### config.mk
export PLATFORM = sky130hd
export DESIGN_NAME = mdio_master
export DESIGN_NICKNAME = d
export VERILOG_FILES = /design/src/rtl/mdio_pkg.sv /design/src/rtl/mdio_clk_gen.sv /design/src/rtl/mdio_master.sv
export SDC_FILE = /design/constraint.sdc
export NUM_CORES = 1
export LEC_CHECK = 0
export CAP_MARGIN = 20
export CORE_MARGIN = 2
export CORE_UTILIZATION = 49
export CTS_CLUSTER_DIAMETER = 50
export CTS_CLUSTER_SIZE = 8
export DETAILED_ROUTE_END_ITERATION = 6
export HOLD_SLACK_MARGIN = 0.03
export PLACE_DENSITY_LB_ADDON = 0.3
export SLEW_MARGIN = 20
export SYNTH_ARGS = -nofsm -noshare
export SYNTH_HDL_FRONTEND = slang
export SYNTH_SLANG_ARGS = --single-unit
### constraint.sdc
create_clock -name clk -period 2.05 [get_ports clk]
set_input_delay 0.41 -clock clk [delete_from_list [all_inputs] [get_ports clk]]
set_output_delay 0.41 -clock clk [all_outputs]
set_load 0.1 [all_outputs]
### src/rtl/mdio_pkg.sv
// Shared constants and FSM state type for the Clause-22 MDIO master.
package mdio_pkg;

  localparam logic [1:0] MDIO_ST       = 2'b01;
  localparam logic [1:0] MDIO_OP_WRITE = 2'b01;
  localparam logic [1:0] MDIO_OP_READ  = 2'b10;
  localparam logic [1:0] MDIO_TA_WRITE = 2'b10;

  localparam int PREAMBLE_BITS = 32;
  localparam int HDR_BITS      = 14;
  localparam int TA_BITS       = 2;
  localparam int DATA_BITS     = 16;

  typedef enum logic [2:0] {
    ST_IDLE,
    ST_PRE,
    ST_HDR,
    ST_TA,
    ST_DATA,
    ST_DONE
  } state_e;

endpackage

### src/rtl/mdio_clk_gen.sv
// MDC generator: MDC_DIV low cycles then MDC_DIV high cycles per bit, with
// strobes flagging the cycle before each MDC edge.
module mdio_clk_gen #(
  parameter int unsigned MDC_DIV = 10
) (
  input  logic clk,
  input  logic rst_n,
  input  logic en_i,
  output logic mdc_o,
  output logic rise_en_o,
  output logic fall_en_o
);

  localparam int unsigned CW = $clog2(2 * MDC_DIV);
  localparam logic [CW-1:0] RISE_AT = CW'(MDC_DIV - 1);
  localparam logic [CW-1:0] FALL_AT = CW'(2 * MDC_DIV - 1);

  logic [CW-1:0] cnt_q, cnt_d;
  logic          mdc_q, mdc_d;

  assign rise_en_o = en_i && (cnt_q == RISE_AT);
  assign fall_en_o = en_i && (cnt_q == FALL_AT);
  assign mdc_o     = mdc_q;

  // Disabled means a cleared phase counter, so the next bit starts low.
  always_comb begin
    cnt_d = '0;
    mdc_d = 1'b0;
    if (en_i) begin
      cnt_d = fall_en_o ? '0 : cnt_q + 1'b1;
      if (rise_en_o) begin
        mdc_d = 1'b1;
      end else if (fall_en_o) begin
        mdc_d = 1'b0;
      end else begin
        mdc_d = mdc_q;
      end
    end
  end

  always_ff @(posedge clk or negedge rst_n) begin
    if (!rst_n) begin
      cnt_q <= '0;
      mdc_q <= 1'b0;
    end else begin
      cnt_q <= cnt_d;
      mdc_q <= mdc_d;
    end
  end

endmodule

### src/rtl/mdio_master.sv
// Clause-22 MDIO master: serialises one read/write command into an MDC/MDIO
// frame and returns read data or write completion on a one-cycle strobe.
module mdio_master #(
  parameter int unsigned MDC_DIV     = 10,
  parameter bit          PREAMBLE_EN = 1'b1
) (
  input  logic        clk,
  input  logic        rst_n,
  input  logic        cmd_valid,
  output logic        cmd_ready,
  input  logic        cmd_read,
  input  logic [4:0]  cmd_phy_addr,
  input  logic [4:0]  cmd_reg_addr,
  input  logic [15:0] cmd_wdata,
  output logic        rsp_valid,
  output logic [15:0] rsp_rdata,
  output logic        rsp_err,
  output logic        busy,
  output logic        mdc,
  output logic        mdio_o,
  output logic        mdio_t,
  input  logic        mdio_i
);
  import mdio_pkg::*;

  if (MDC_DIV < 2) begin : g_div_check
    $error("mdio_master: MDC_DIV must be >= 2");
  end

  state_e      state_q, state_d;
  logic [5:0]  bit_cnt_q, bit_cnt_d;
  logic [31:0] tx_q, tx_d;
  logic [15:0] rx_q, rx_d;
  logic        rd_q, rd_d;
  logic        ta_err_q, ta_err_d;
  logic        mdio_o_q, mdio_o_d;
  logic        mdio_t_q, mdio_t_d;
  logic [15:0] rdata_q, rdata_d;
  logic        err_q, err_d;

  logic clk_en, rise_en, fall_en, accept, last_bit;

  assign cmd_ready = (state_q == ST_IDLE) || (state_q == ST_DONE);
  assign busy      = !cmd_ready;
  assign rsp_valid = (state_q == ST_DONE);
  assign rsp_rdata = rdata_q;
  assign rsp_err   = err_q;
  assign mdio_o    = mdio_o_q;
  assign mdio_t    = mdio_t_q;
  assign accept    = cmd_valid && cmd_ready;
  assign clk_en    = (state_q == ST_PRE) || (state_q == ST_HDR) ||
                     (state_q == ST_TA)  || (state_q == ST_DATA);

  mdio_clk_gen #(.MDC_DIV(MDC_DIV)) u_clk_gen (
    .clk       (clk),
    .rst_n     (rst_n),
    .en_i      (clk_en),
    .mdc_o     (mdc),
    .rise_en_o (rise_en),
    .fall_en_o (fall_en)
  );

  always_comb begin
    last_bit = 1'b0;
    case (state_q)
      ST_PRE:  last_bit = (bit_cnt_q == 6'(PREAMBLE_BITS - 1));
      ST_HDR:  last_bit = (bit_cnt_q == 6'(HDR_BITS - 1));
      ST_TA:   last_bit = (bit_cnt_q == 6'(TA_BITS - 1));
      ST_DATA: last_bit = (bit_cnt_q == 6'(DATA_BITS - 1));
      default: last_bit = 1'b0;
    endcase
  end

  // Bits after the preamble come from tx_q[31:30]; on a read the TA and DATA
  // slots hold ones so the released line reads as idle in the shift register.
  always_comb begin
    state_d   = state_q;
    bit_cnt_d = bit_cnt_q;
    tx_d      = tx_q;
    rx_d      = rx_q;
    rd_d      = rd_q;
    ta_err_d  = ta_err_q;
    mdio_o_d  = mdio_o_q;
    mdio_t_d  = mdio_t_q;
    rdata_d   = rdata_q;
    err_d     = err_q;

    case (state_q)
      ST_IDLE, ST_DONE: begin
        state_d  = ST_IDLE;
        mdio_o_d = 1'b1;
        mdio_t_d = 1'b1;
        if (accept) begin
          state_d   = PREAMBLE_EN ? ST_PRE : ST_HDR;
          bit_cnt_d = '0;
          rd_d      = cmd_read;
          ta_err_d  = 1'b0;
          rx_d      = '0;
          tx_d      = {MDIO_ST, cmd_read ? MDIO_OP_READ : MDIO_OP_WRITE,
                       cmd_phy_addr, cmd_reg_addr,
                       cmd_read ? 2'b11 : MDIO_TA_WRITE,
                       cmd_read ? 16'hFFFF : cmd_wdata};
          mdio_o_d  = PREAMBLE_EN ? 1'b1 : MDIO_ST[1];
          mdio_t_d  = 1'b0;
        end
      end

      ST_PRE: begin
        if (fall_en) begin
          bit_cnt_d = bit_cnt_q + 6'd1;
          if (last_bit) begin
            state_d   = ST_HDR;
            bit_cnt_d = '0;
            mdio_o_d  = tx_q[31];
          end
        end
      end

      default: begin
        if (rise_en) begin
          if (state_q == ST_TA && last_bit) ta_err_d = mdio_i;
          if (state_q == ST_DATA) rx_d = {rx_q[14:0], mdio_i};
        end
        if (fall_en) begin
          tx_d      = {tx_q[30:0], 1'b0};
          mdio_o_d  = tx_q[30];
          bit_cnt_d = bit_cnt_q + 6'd1;
          if (last_bit) begin
            bit_cnt_d = '0;
            case (state_q)
              ST_HDR: begin
                state_d  = ST_TA;
                mdio_t_d = rd_q;
              end
              ST_TA: state_d = ST_DATA;
              default: begin
                state_d  = ST_DONE;
                mdio_o_d = 1'b1;
                mdio_t_d = 1'b1;
                rdata_d  = rd_q ? rx_q : 16'h0000;
                err_d    = rd_q && ta_err_q;
              end
            endcase
          end
        end
      end
    endcase
  end

  always_ff @(posedge clk or negedge rst_n) begin
    if (!rst_n) begin
      state_q   <= ST_IDLE;
      bit_cnt_q <= '0;
      tx_q      <= '0;
      rx_q      <= '0;
      rd_q      <= 1'b0;
      ta_err_q  <= 1'b0;
      mdio_o_q  <= 1'b1;
      mdio_t_q  <= 1'b1;
      rdata_q   <= '0;
      err_q     <= 1'b0;
    end else begin
      state_q   <= state_d;
      bit_cnt_q <= bit_cnt_d;
      tx_q      <= tx_d;
      rx_q      <= rx_d;
      rd_q      <= rd_d;
      ta_err_q  <= ta_err_d;
      mdio_o_q  <= mdio_o_d;
      mdio_t_q  <= mdio_t_d;
      rdata_q   <= rdata_d;
      err_q     <= err_d;
    end
  end

endmodule

# == Word level (Yosys, flattened, before mapping) ==
# Index checks and enable logic that the tools add are counted.
# totals
regBits,84
latchBits,0
ram_bits,0
mem_bits_ro,0
inputBits,31
out_inout_bits,23
word_cells,104
n_memories,0
# classes
add_sub_neg,2
multipliers,0
n_div,0
n_lt_le_gt_ge,0
n_eq_ne,16
shifts,0
muxes,43
bitwise_logic,3
n_reduce_logical,28
# ops
operator,n
2-to-1 mux 16 bit,5
2-to-1 mux 32 bit,2
case mux 32 bit (2 select lines),1
case mux 16 bit (2 select lines),1
2-to-1 mux 6 bit,4
AND reduction 4 bit,5
2-to-1 mux 1 bit,16
== test 6 x 4 -> 1 bit (second input constant),2
2-to-1 mux 3 bit,4
case mux 3 bit (2 select lines),2
2-to-1 mux 5 bit,2
nonzero test 2 bit,5
case mux 1 bit (2 select lines),4
adder 6 x 1 -> 6 bit (second input constant),1
== test 3 x 2 -> 1 bit (second input constant),2
== test 3 bit (second input constant),2
== test 6 x 1 -> 1 bit (second input constant),1
== test 6 x 5 -> 1 bit (second input constant),1
AND reduction 3 bit,2
adder 5 x 1 -> 5 bit (second input constant),1
== test 5 x 4 -> 1 bit (second input constant),1
== test 5 bit (second input constant),1
logical AND 1 bit,5
logical OR 1 bit,4
12 further kinds,18

# == Logic depth before layout (Yosys ltp) ==
# depth
depth_word,8
ltp_mapped,9
mapped_depth_nobuf,7

# == Hierarchy ==
# Synthesis repeated with hierarchy kept, for this count alone.
# unflattened
hier_cells,456
hier_area_um2,4058.9
# modules_own_cells
module,n_inst,cells_per_inst,area_each_um2,seq_area_each_um2
mdio_master,1,426,3732.3,1954.4
mdio_clk_gen,1,30,326.6,150.1

# == Least setup slack after synthesis ==
# OpenSTA, ideal clock, no wires.
# synth_timing
kind,register to register
from,register with a tool-made name
to,register tx_q[0]
setup_ns,0.085
arrival_ns,2.369
required_ns,1.965
setup_slack_ns,-0.404
path_stages_with_launch,7
n_path_buf,2
period_less_slack_ns,2.454
path_cell_list,dfrtp_1 > buf_4 > and2b_1 > nor3_2 > clkbuf_1 > o21ai_0 > o21ai_0
# synth_lines
item,line_no,rtl
to (signal assigned),mdio_master.sv:165,tx_q <= tx_d;
to (decl),mdio_master.sv:32,"logic [31:0] tx_q, tx_d;"

==> results.cfg <==
[worst_setup_path]
worstPathRequired_ns = 1.64
critPathLaunchType = register
cp_cell_sequence = and2b_2, nor3_4, buf_6, buf_12
timing.critical_path.buf_inv = 2
worstPathArrival_ns = 1.71
setup.worst_path.class = register to output port
cpMaxStageDelayCell = dfrtp_2
worst-path-max-fanout = 4
critPathTopFamily = simple AND/OR/NAND/NOR gates
cp-end-kind = output port
slowest_delay_ns = 0.45

[yosys]
synth_area_sq_mm = 0.00394
yosysMostFrequentCell = dfrtp_1
synthFlopType = dfrtp_1
synth_warnings = 0
synth_area_leader_cell = dfrtp_1
synth_top_cells_by_area = dfrtp_1 (52%), o21ai_0 (7.1%), nand2_1 (6.7%)
synthArstFlopShare_pct = 100
synth_cell_types = 54
ys_top_cells_by_count = dfrtp_1 (82), nand2_1 (70), o21ai_0 (56)
synth_top_area_share_pct = 52.1
syn_area_per_cell_sq_um = 9.66
synth-seq-area-share_pct = 53.4
postSynthRegisterBits = 84
synth-edff-count = 0
syn_inst = 408
syn_nets = 442

[clocking]
htree_levels = 3
clock_sinks = 84
clock_latency_ns = 0.36
cts_tree = built
numCtsBuffers = 9
clockRootBuffer = clkbuf_8
clk_path_buf_depth = 2
clk_transition_reported_paths_ns = 0.10

[timing]
fin_ws_ns = -0.0695
hold_viol_final = 0
rsz0062_at_grt = true
maxSlewViolCount = 0
slew_headroom_pct = 58.6
worstMarginPinSlew_ns = 0.621
fin_crit_ns = 2.12
finalSetupViolations = 1
fmax_ghz = 0.472
finalCritPeriodShare_pct = 103
finalClockSkew_ns = 0.0126

[floorplanning]
pin_count = 54
initial_core_util_pct = 50.7
die_area_sq_mm = 0.00877
chipHeight_um = 93.7
die_x_um = 93.7
row_count = 32
core-area_sq_mm = 0.00777

[worst_hold_path]
holdCritPathClass = input port to asynchronous set/reset pin

[drt]
ant_nets = 0
drc_errors = 0
wl_per_cell_um = 14.5
drt_iter0_markers = 125
wirelength_mm = 8.63
viasPerCell = 5.40
dr.pass1.iters = 4
vias = 3214

[global_route]
grt_first_pass_wirelength_mm = 14.6
grt_pass1_vias = 3090
grt_start_max_net_pins = 68
grt.overflow.total = 0
grt_usage_pct = 21.0
antenna_found_initial = 0

[place]
io_buffers = 53
gp_congestion = 0.917
dpl_worst_slack_ns = -0.188
dp_hpwl_mm = 5.68

[final_layout]
nFillCells = 623
syn_to_final_growth_pct = 29.7
drive_gt1_share_pct = 21.5
final_nets = 522
seqCellArea_sq_mm = 0.00211
antenna_cells = 0
multi_input_area_sq_mm = 0.00171

[pwr]
p_switching_mw = 0.737
combPwrFrac_pct = 3.8
p_seq_share_pct = 56.6
clkPwrFrac_pct = 39.6
internal_power_mw = 2.20
vdd_drop_max_mv = 0.399
powerDensity_mw_per_mm2 = 575
swShare_pct = 25.1
p_leak_nw = 2.26
finalPower_mw = 2.94

[run_status]
violations = negative setup slack
outcome = finished, violations left

[job]
maxCapViolCount = 0
-- registers in the layout, summed over array words and instances, names as in the netlist, 2 cells and up, named ones only --
signal	cells
tx_q	32
rsp_rdata	16
rx_q	16
bit_cnt_q	6
u_clk_gen.cnt_q	5
state_q	2
-- through the flow --
step | hold slack, ns | setup TNS (ns) | instances | utilization [%] | instance area [sq um]
floorplan | 0.114 | 0 | 408 | - | 3940
global placement | 0.298 | -0.274 | 562 | 60.8 | 4720
detailed placement | 0.300 | -0.454 | 562 | 60.8 | 4720
CTS | 0.452 | -0.0220 | 590 | 64.9 | 5040
global route | 0.477 | -0.168 | 595 | 65.8 | 5110
finish | 0.457 | -0.0695 | 595 | 65.8 | 5110
-- cell usage in the layout, fill, tap and decap left out, types with 2 or more instances in the layout --
master | Yosys | layout
clkinv_4 | 0 | 2
buf_4 | 1 | 54
nand2b_1 | 2 | 2
o211ai_1 | 2 | 2
mux2_2 | 3 | 3
o31ai_1 | 2 | 2
inv_1 | 9 | 9
inv_8 | 0 | 3
nor3_1 | 3 | 3
xnor2_1 | 6 | 6
nand2_1 | 70 | 70
or3_1 | 17 | 17
nor4b_1 | 3 | 2
a22o_1 | 15 | 15
dfrtp_2 | 0 | 3
nand3_1 | 8 | 8
o21ai_0 | 56 | 56
mux2i_1 | 12 | 12
clkdlybuf4s50_1 | 0 | 29
and2b_2 | 0 | 2
dfrtp_1 | 82 | 79
buf_6 | 3 | 2
nor2_1 | 21 | 21
nor4bb_2 | 0 | 2
o21ai_1 | 17 | 16
buf_12 | 0 | 9
a21boi_0 | 2 | 2
a21oi_1 | 11 | 11
clkinvlp_4 | 0 | 2
a211oi_2 | 1 | 2
nor2b_1 | 3 | 3
clkbuf_8 | 0 | 9
ha_1 | 3 | 3
dfstp_2 | 2 | 2
-- layout make-up --
class,instances,area share (%)
clock buffers,9,2.42
clock inverters,7,1.49
inverters,10,0.783
multi-input cells,286,33.5
flip-flops and latches,84,41.2
well taps,102,2.50
repair buffers,95,17.8
repair inverters,2,0.294
-- power by group through the flow --
stage	clock, mW	sequential, mW	combinational, mW
CTS	1.19	1.66	0.113
finish	1.17	1.66	0.110
global placement	0	1.70	0.110
global route	1.26	1.66	0.122
floorplan	0	1.69	0.0123
detailed placement	0	1.70	0.111
-- metal layers --
metal / up-vias / part of all wire, % / routed length (um) / GRT usage (%)
li1: 1592 / - / - / -
met1: 1530 / 48 / 4150 / 29.6
met2: 81 / 46 / 4010 / 33.0
met3: 11 / 4.2 / 364 / 3.45
met4: 0 / 1.3 / 112 / 7.61
met5: - / 0 / 0 / 0
-- cells by family (layout without fill, tap and decap cells) --
family | Yosys count | after routing | share of synthesized area, %
adders and majority gates | 3 | 3 | 0.953
AOI/OAI and AO/OA | 119 | 119 | 18.1
DFF | 84 | 84 | 53.4
xor gates and xnor gates | 6 | 6 | 1.33
muxes | 15 | 15 | 3.91
and+or+nand+nor | 143 | 143 | 17.8
buffers and inverters | 38 | 123 | 4.45
-- worst register-to-register path, cell delays in order (launching register included) --
cell and delay (ns):
dfrtp_2 0.45, buf_4 0.15, buf_4 0.15, nor4b_1 0.15
o31a_1 0.27, o21ai_1 0.27, o22ai_1 0.20, mux2_2 0.29
-- worst paths after layout --
check | endpoint | slack [ns] | depth (start not counted)
setup / recovery | cmd_ready | -0.07 | 4
hold / removal | bit_cnt_q[0] | 0.46 | 2
setup reg to reg | mdio_o | 0.07 | 7
hold reg to reg | tx_q[4] | 0.48 | 2
max in group asynchronous | mdio_t | 0.96 | 3
min in group clk | tx_q[4] | 0.48 | 2
-- what timing repair did --
action                                 4_1_cts  5_1_grt
resized for setup                            8       10
setup endpoints to repair                    3       62
hold buffers                                 1        0
pin swaps                                    1        1
cloned                                       1        1
endpoints found under the hold margin       16        0
setup buffers                               10        4
Note: power is estimated with default switching activity, not from simulation.
